$ cat src/rtl/fp32_add_arbiter.sv
// Round-robin arbiter sharing one pipelined FP32 adder among NUM_REQ requesters.
// A {valid,id} tag pipeline tracks each issue so the returning sum is routed to its owner.
module fp32_add_arbiter #(
  parameter int NUM_REQ     = 4,
  parameter int ADD_LATENCY = 6
) (
  input  logic                       s_clk,
  input  logic                       s_rst_n,
  input  logic                       en,
  input  logic [NUM_REQ-1:0]         req_valid,
  input  logic [32*NUM_REQ-1:0]      req_data1,
  input  logic [32*NUM_REQ-1:0]      req_data2,
  output logic [NUM_REQ-1:0]         req_ready,
  output logic                       add_valid,
  output logic [31:0]                add_data1,
  output logic [31:0]                add_data2,
  input  logic                       add_result_valid,
  input  logic [31:0]                add_result,
  output logic                       rsp_valid,
  output logic [$clog2(NUM_REQ)-1:0] rsp_id,
  output logic [31:0]                rsp_data,
  output logic                       busy,
  output logic                       err,
  input  logic                       err_clr
);

  localparam int ID_W = $clog2(NUM_REQ);
  localparam int LAST = ADD_LATENCY - 1;

  logic [ID_W-1:0]     r_rr_ptr;
  logic                r_add_valid;
  logic [31:0]         r_add_data1;
  logic [31:0]         r_add_data2;
  logic [LAST:0]       r_tag_vld;
  logic [ID_W-1:0]     r_tag_id [ADD_LATENCY];
  logic                r_rsp_valid;
  logic [ID_W-1:0]     r_rsp_id;
  logic [31:0]         r_rsp_data;
  logic                r_err;

  logic                w_found;
  logic                w_accept;
  logic [ID_W-1:0]     w_grant_id;
  logic [NUM_REQ-1:0]  w_grant_oh;
  logic [31:0]         w_op1;
  logic [31:0]         w_op2;
  logic [ID_W-1:0]     w_ptr_nxt;
  logic                w_tag_last_vld;
  logic [ID_W-1:0]     w_tag_last_id;

  function automatic int wrap_idx(input int base, input int off);
    return (base + off) % NUM_REQ;
  endfunction

  // NOTE: every variable written here gets a default first so no path can infer a latch.
  always_comb begin
    w_found    = 1'b0;
    w_grant_id = '0;
    w_grant_oh = '0;
    w_op1      = '0;
    w_op2      = '0;
    for (int off = 0; off < NUM_REQ; off++) begin
      if (!w_found && req_valid[wrap_idx(int'(r_rr_ptr), off)]) begin
        w_found    = 1'b1;
        w_grant_id = ID_W'(wrap_idx(int'(r_rr_ptr), off));
        w_grant_oh[wrap_idx(int'(r_rr_ptr), off)] = 1'b1;
      end
    end
    for (int i = 0; i < NUM_REQ; i++) begin
      if (w_grant_oh[i]) begin
        w_op1 = req_data1[32*i +: 32];
        w_op2 = req_data2[32*i +: 32];
      end
    end
  end

  // Grants are suppressed while reset is held so nothing is accepted into a cleared pipeline.
  assign w_accept  = w_found & en & s_rst_n;
  assign req_ready = w_accept ? w_grant_oh : '0;
  assign w_ptr_nxt = (w_grant_id == ID_W'(NUM_REQ - 1)) ? '0 : w_grant_id + 1'b1;

  assign w_tag_last_vld = r_tag_vld[LAST];
  assign w_tag_last_id  = r_tag_id[LAST];

  // NOTE: sequential state uses non-blocking assignments so every register samples pre-edge values.
  always_ff @(posedge s_clk or negedge s_rst_n) begin
    if (!s_rst_n) begin
      r_rr_ptr    <= '0;
      r_add_valid <= 1'b0;
      r_add_data1 <= '0;
      r_add_data2 <= '0;
      r_tag_vld   <= '0;
      // NOTE: the tag ids are a small register array, not RAM, so they can be cleared here.
      for (int i = 0; i < ADD_LATENCY; i++) r_tag_id[i] <= '0;
      r_rsp_valid <= 1'b0;
      r_rsp_id    <= '0;
      r_rsp_data  <= '0;
      r_err       <= 1'b0;
    end else begin
      r_add_valid <= w_accept;
      if (w_accept) begin
        r_rr_ptr    <= w_ptr_nxt;
        r_add_data1 <= w_op1;
        r_add_data2 <= w_op2;
      end

      r_tag_vld   <= {r_tag_vld[LAST-1:0], w_accept};
      r_tag_id[0] <= w_accept ? w_grant_id : '0;
      for (int i = 1; i < ADD_LATENCY; i++) r_tag_id[i] <= r_tag_id[i-1];

      r_rsp_valid <= add_result_valid;
      if (add_result_valid) begin
        r_rsp_data <= add_result;
        // An untagged result is still returned, attributed to requester 0.
        r_rsp_id   <= w_tag_last_vld ? w_tag_last_id : '0;
      end

      // A fresh mismatch wins over a simultaneous clear.
      if (w_tag_last_vld != add_result_valid) r_err <= 1'b1;
      else if (err_clr)                       r_err <= 1'b0;
    end
  end

  assign add_valid = r_add_valid;
  assign add_data1 = r_add_data1;
  assign add_data2 = r_add_data2;
  assign rsp_valid = r_rsp_valid;
  assign rsp_id    = r_rsp_id;
  assign rsp_data  = r_rsp_data;
  assign err       = r_err;
  assign busy      = r_add_valid | (|r_tag_vld) | r_rsp_valid;

endmodule

$ cat config.mk
export PLATFORM = sky130hd
export DESIGN_NAME = fp32_add_arbiter
export DESIGN_NICKNAME = d
export VERILOG_FILES = /design/src/rtl/fp32_add_arbiter.sv
export SDC_FILE = /design/constraint.sdc
export NUM_CORES = 1
export LEC_CHECK = 0
export ABC_AREA = 0
export CAP_MARGIN = 20
export CELL_PAD_IN_SITES_DETAIL_PLACEMENT = 1
export CELL_PAD_IN_SITES_GLOBAL_PLACEMENT = 1
export CORE_AREA = 2 2 144 217
export CTS_CLUSTER_SIZE = 8
export DETAILED_ROUTE_END_ITERATION = 10
export DIE_AREA = 0 0 146 219
export GPL_TIMING_DRIVEN = 0
export PLACE_DENSITY = 0.78
export SYNTH_ARGS = -nofsm -noshare
export SYNTH_HDL_FRONTEND = slang
export SYNTH_SLANG_ARGS = --single-unit
$ cat constraint.sdc
create_clock -name s_clk -period 3.16 [get_ports s_clk]
set_input_delay 0.474 -clock s_clk [delete_from_list [all_inputs] [get_ports s_clk]]
set_output_delay 0.474 -clock s_clk [all_outputs]
set_load 0.03 [all_outputs]
Word level (Yosys, flattened, before mapping)
Index checks and enable logic that the tools add are counted.
- register bits after elaboration: 121
- input bits: 297
- output and inout bits: 106
- word-level logic and storage cells: 99
- $add $sub $neg: 4
- magnitude comparators: 8
- eq/ne operators: 2
- multiplexer cells: 45
- bitwise operators: 10
- reductions and logical operators: 15
- operator list (operator ; count):
    32-bit 2-to-1 mux ; 8
    4-bit 2-to-1 mux ; 5
    1-bit 2-to-1 mux ; 17
    2-bit 2-to-1 mux ; 7
    3-bit by 4-bit < comparator with 1-bit output, second input constant ; 3
    4-bit OR ; 3
    3-bit by 1-bit greater-or-equal comparator with 1-bit output, second input constant ; 3
    1-bit binary-select mux with 2-bit select ; 4
    1-bit demux with 2-bit select ; 4
    1-bit logical AND ; 7
    2-bit OR reduction ; 3
    6-bit OR reduction ; 1
    2-bit by 1-bit adder with 2-bit output, second input constant ; 2
    2-bit adder, second input constant ; 2
    1-bit AND, first input constant ; 3
    1-bit zero test ; 3
    2-bit by 3-bit < comparator with 1-bit output, second input constant ; 1
    1-bit AND ; 2
    2-bit == test, second input constant ; 1
    2-bit by 1-bit greater-or-equal comparator with 1-bit output, second input constant ; 1
    1-bit OR ; 2
    2-bit nonzero test ; 1
    1-bit inequality test ; 1

Depth between registers and ports, before layout
- depth in word-level cells: 18
- gate-level depth with buffers: 13
- mapped depth without buffers: 8

Worst setup path before layout
Ideal clock, no wire load.
- kind: reg2out
- start: reg with a tool-made name
- end: out req_ready[2]
- data arrival time: 3.107 ns
- required time: 2.686 ns
- path slack: -0.421 ns
- cell stages (with the launch flop): 13
- buffers on the path: 5
- path through: dfrtp_1 > buf_6 > buf_2 > inv_1 > ha_1 > buf_2 > mux2_2 > mux2i_1 > nor2_1 > o31a_1 > buf_4 > buf_2 > nor2_1
- RTL lines (what ; RTL line ; source):
    end: declaration ; 13 ; output logic [NUM_REQ-1:0] req_ready,

==> metrics.csv <==
stage,metric,value,unit
sta,rsz0062_at_grt,yes,
power,power_density,1130,nW/um2
sta,max_freq,0.293,GHz
die,num_rows,78,
cts,h-tree-depth,4,
status,status,"finished, violations left",
worst_setup_path,required,2.69,ns
worst_setup_path,crit_path_end_kind,primary output,
synthesis,synth_area,7720,um2
cts,cts_buffers,17,
synthesis,synth_ff_type,dfrtp_1,
cts,cts_sinks,120,
cts,cts_tree,built,
worst_setup_path,reg2regPathDepth,13,
synthesis,seq_area_frac_synth,38.9,%
die,core,30100,um2
global_routing,grt_pass1_wl,57.6,mm
routing,met1Wirelength,14.7,mm
die,die_w,146,um
die,ios,403,
global_routing,antenna_found_initial,2,
global_routing,grt-ovfl-total,0,
synthesis,synth.net_count,1082,
die,fp.dieH,219,um
routing,num_vias,8509,
placement,routabilityCongestion,0.880,
cts,clkTransAtPathRegs,0.06,ns
synthesis,synth_cell_types,48,
die,die_area,32000,um2
placement,dp_cells,1577,
routing,post-route-drc-count,0,
sta,final.period_utilization,108,%
worst_setup_path,timing.critical_path.mode_cell,buf_6,
placement,dp_hpwl,28.9,mm
cts,clock_path_buffers,2,
sta,slew_viol_final,0,
hold_path,hold_path.class,input pin to async pin,
sta,tns,-0.844,ns
routing,routed_wl,39.2,mm
die,initial_core_util,25.7,%
worst_setup_path,crit_path_start_kind,flip-flop,
final_layout,fin_util,45.2,%
worst_setup_path,cp_top_family,buffers and inverters,
synthesis,synthCells,778,
worst_setup_path,worstPathMaxFanout,6,
routing,routed.top_layer,met4,
sta,max_slew.worst_pin.slew,0.788,ns
sta,finalWorstSetupSlack,-0.251,ns
sta,setup_viol,4,
synthesis,ys_seq_elements,120,
worst_setup_path,critPathSlowestCell,dfrtp_2,
power,p_leak,5.30,nW
sta,period_needed,3.41,ns
sta,finClkSkew,0.00564,ns
final_layout,nNetsFinal,1533,
global_routing,gr-usage-all-layers,23.9,%
routing,drt_iter0_markers,426,
final_layout,area_delta_synth_final,75.8,%
routing,dr.pass1.iters,5,
worst_setup_path,crit_cells,12,
routing,ant_nets,0,
synthesis,synth-edff-count,0,
final_layout,layout-drive-gt1-share,25.4,%
routing,dr_wl_met2,21.4,mm
run,max_cap_viol_count,0,
cts,cts.root.buffer_cell,clkbuf_16,
worst_setup_path,crit_end,req_ready[3],
status,violations,negative setup slack,
worst_setup_path,worstPathBufferInverterCount,6,
routing,wl_met3,1.69,mm
worst_setup_path,critPathArrivalTime,2.94,ns
final_layout,finalNonFillerCells,1645,
power,vdd_ir_drop_max,441,uV
routing,wl_per_cell,23.8,um
sta,slew_headroom,47.5,%
worst_setup_path,slowest_delay,0.45,ns
synthesis,ys.warnings.count,0,
global_routing,grt_pass1_vias,9278,
worst_setup_path,r2r_end,add_data1[11],
worst_setup_path,worstSetupPathType,flip-flop to primary output,
synthesis,async_flop_share,100,%
synthesis,avgSynthCellArea,9.93,um2
sta,hold_violations,0,
global_routing,grt_max_degree,84,
worst_setup_path,worst-r2r-setup-slack,0.08,ns
placement,port_buffers,398,
power,p_total,15.4,mW
worst_setup_path,path_cells,buf_8 > clkinvlp_4 > ha_4 > mux2_4 > mux2i_4 > buf_6 > nor2_2 > o31a_1 > buf_6 > buf_12 > nor2_4 > buf_6,
final_layout,nFillCells,3432,
cts,clock_latency,0.43,ns
routing,avgViaCountPerCell,5.17,
-- worst register-to-register path, cell delays in order (launching register included) --
cell,delay (ns)
dfrtp_2,0.45
buf_8,0.13
clkinvlp_4,0.09
ha_4,0.31
buf_4,0.12
mux4_2,0.38
o21bai_1,0.17
a22oi_1,0.12
a21oi_4,0.19
buf_6,0.13
buf_4,0.23
buf_4,0.27
a311oi_2,0.14
o31ai_2,0.25
-- stage by stage --
stage | area, um2 | hold slack, ns | setup WS [ns]
floorplan | 7760 | 0.178 | 0.0139
global placement | 12200 | 0.335 | -5.67
detailed placement | 12300 | 0.339 | -1.17
CTS | 13300 | 0.0453 | -0.371
global route | 13600 | 0.0578 | -0.339
finish | 13600 | 0.0552 | -0.251
-- sequential cells by signal (all words and copies together) (netlist names), named ones only --
name and flops:
rsp_id 2, err 1, r_tag_id 10, rsp_data 32, add_data2 32, add_data1 32
rsp_valid 1, r_rr_ptr 1, r_tag_vld 6, w_tag_last_id 2
-- per-layer routing --
metal	GRT usage (%)	vias to the layer above
met5	0	-
met4	9.64	0
met3	3.99	76
met2	44.6	347
met1	26.8	4280
li1	-	3806
-- how the worst min path moves through the flow --
stage / from / endpoint / slack [ns] / cells after the start
floorplan: s_rst_n / async pin / 0.18 / 0
finish: s_rst_n / add_data2[25] / 0.06 / 2
detailed placement: r_tag_id[5] / r_tag_id[3] / 0.34 / 0
global route: s_rst_n / add_data2[25] / 0.06 / 2
CTS: s_rst_n / add_data2[30] / 0.05 / 2
global placement: r_tag_id[9] / r_tag_id[7] / 0.33 / 0
-- synthesized netlist by cell type, types with 2 or more instances --
cell,number,share of area (%)
nand2_1,139,6.8
mux2i_1,5,0.65
o31a_1,2,0.23
clkbuf_1,37,1.8
nand3_1,4,0.26
nor2_1,73,3.5
a311oi_1,14,1.6
a21oi_1,66,4.3
mux4_2,4,1.2
a2bb2oi_1,65,7.4
a311oi_2,50,9.7
ha_1,7,1.1
o31ai_1,14,1.4
o31ai_2,50,8.1
dfrtp_1,120,39
nand2b_1,2,0.16
o21ai_0,5,0.32
inv_1,6,0.29
mux2_2,35,5.1
xnor2_1,2,0.23
buf_4,10,0.97
nor2b_1,2,0.16
buf_2,33,2.1
and2_1,2,0.16
buf_6,7,1.0
or2_2,2,0.16
-- logic make-up (layout without fill, tap and decap cells) --
| family | Yosys count | after routing | share of synthesized area (%) |
|---|---|---|---|
| AND/OR/NAND/NOR | 232 | 232 | 12.0 |
| AO/OA/AOI/OAI | 278 | 278 | 34.6 |
| other | 0 | 3 | 0 |
| buffers and inverters | 95 | 559 | 6.32 |
| adder cells (fa/ha/maj) | 7 | 7 | 1.13 |
| XOR/XNOR | 2 | 2 | 0.227 |
| multiplexers | 44 | 44 | 6.92 |
| flip-flops | 120 | 120 | 38.9 |
-- cells in the final DEF (no fill, tap or decap), types with 6 or more instances in the layout --
| master | instances |
|---|---|
| a21oi_1 | 56 |
| a21oi_2 | 9 |
| a2bb2oi_1 | 55 |
| a2bb2oi_2 | 10 |
| a311oi_1 | 12 |
| a311oi_2 | 48 |
| buf_2 | 19 |
| buf_4 | 36 |
| buf_6 | 33 |
| clkbuf_1 | 25 |
| clkbuf_16 | 17 |
| clkbuf_2 | 6 |
| clkdlybuf4s50_1 | 393 |
| dfrtp_1 | 118 |
| ha_1 | 6 |
| mux2_2 | 33 |
| nand2_1 | 138 |
| nor2_1 | 68 |
| o31ai_1 | 14 |
| o31ai_2 | 50 |
-- power by group --
part           leakage [nW]  switching (mW)  internal, mW
sequential             1.49           0.301          2.02
clock                 0.290           0.836          1.20
combinational          3.52            6.16          4.89
total                  5.30            7.29          8.11
-- repair_timing --
action / in CTS / in global routing
hold buffers: 1 / 0
endpoints found under the hold margin: 37 / 0
endpoints found under the setup margin: 68 / 66
pin swaps: 8 / 10
resized for setup: 90 / 63
cloned: 0 / 0
setup buffers: 17 / 20
-- final cells by class --
| type | count | area (um2) | share of cell area, % |
|---|---|---|---|
| timing repair buffer | 435 | 4320 | 31.8 |
| buffer | 85 | 612 | 4.51 |
| clock buffer | 18 | 439 | 3.23 |
| sequential | 120 | 3010 | 22.1 |
| antenna | 3 | 7.51 | 0.0553 |
| tap | 400 | 500 | 3.69 |
| inverter | 7 | 33.8 | 0.249 |
| multi-input combinational | 563 | 4500 | 33.1 |
| clock inverter | 14 | 161 | 1.19 |
No activity file was read; power rests on OpenSTA's default activity.
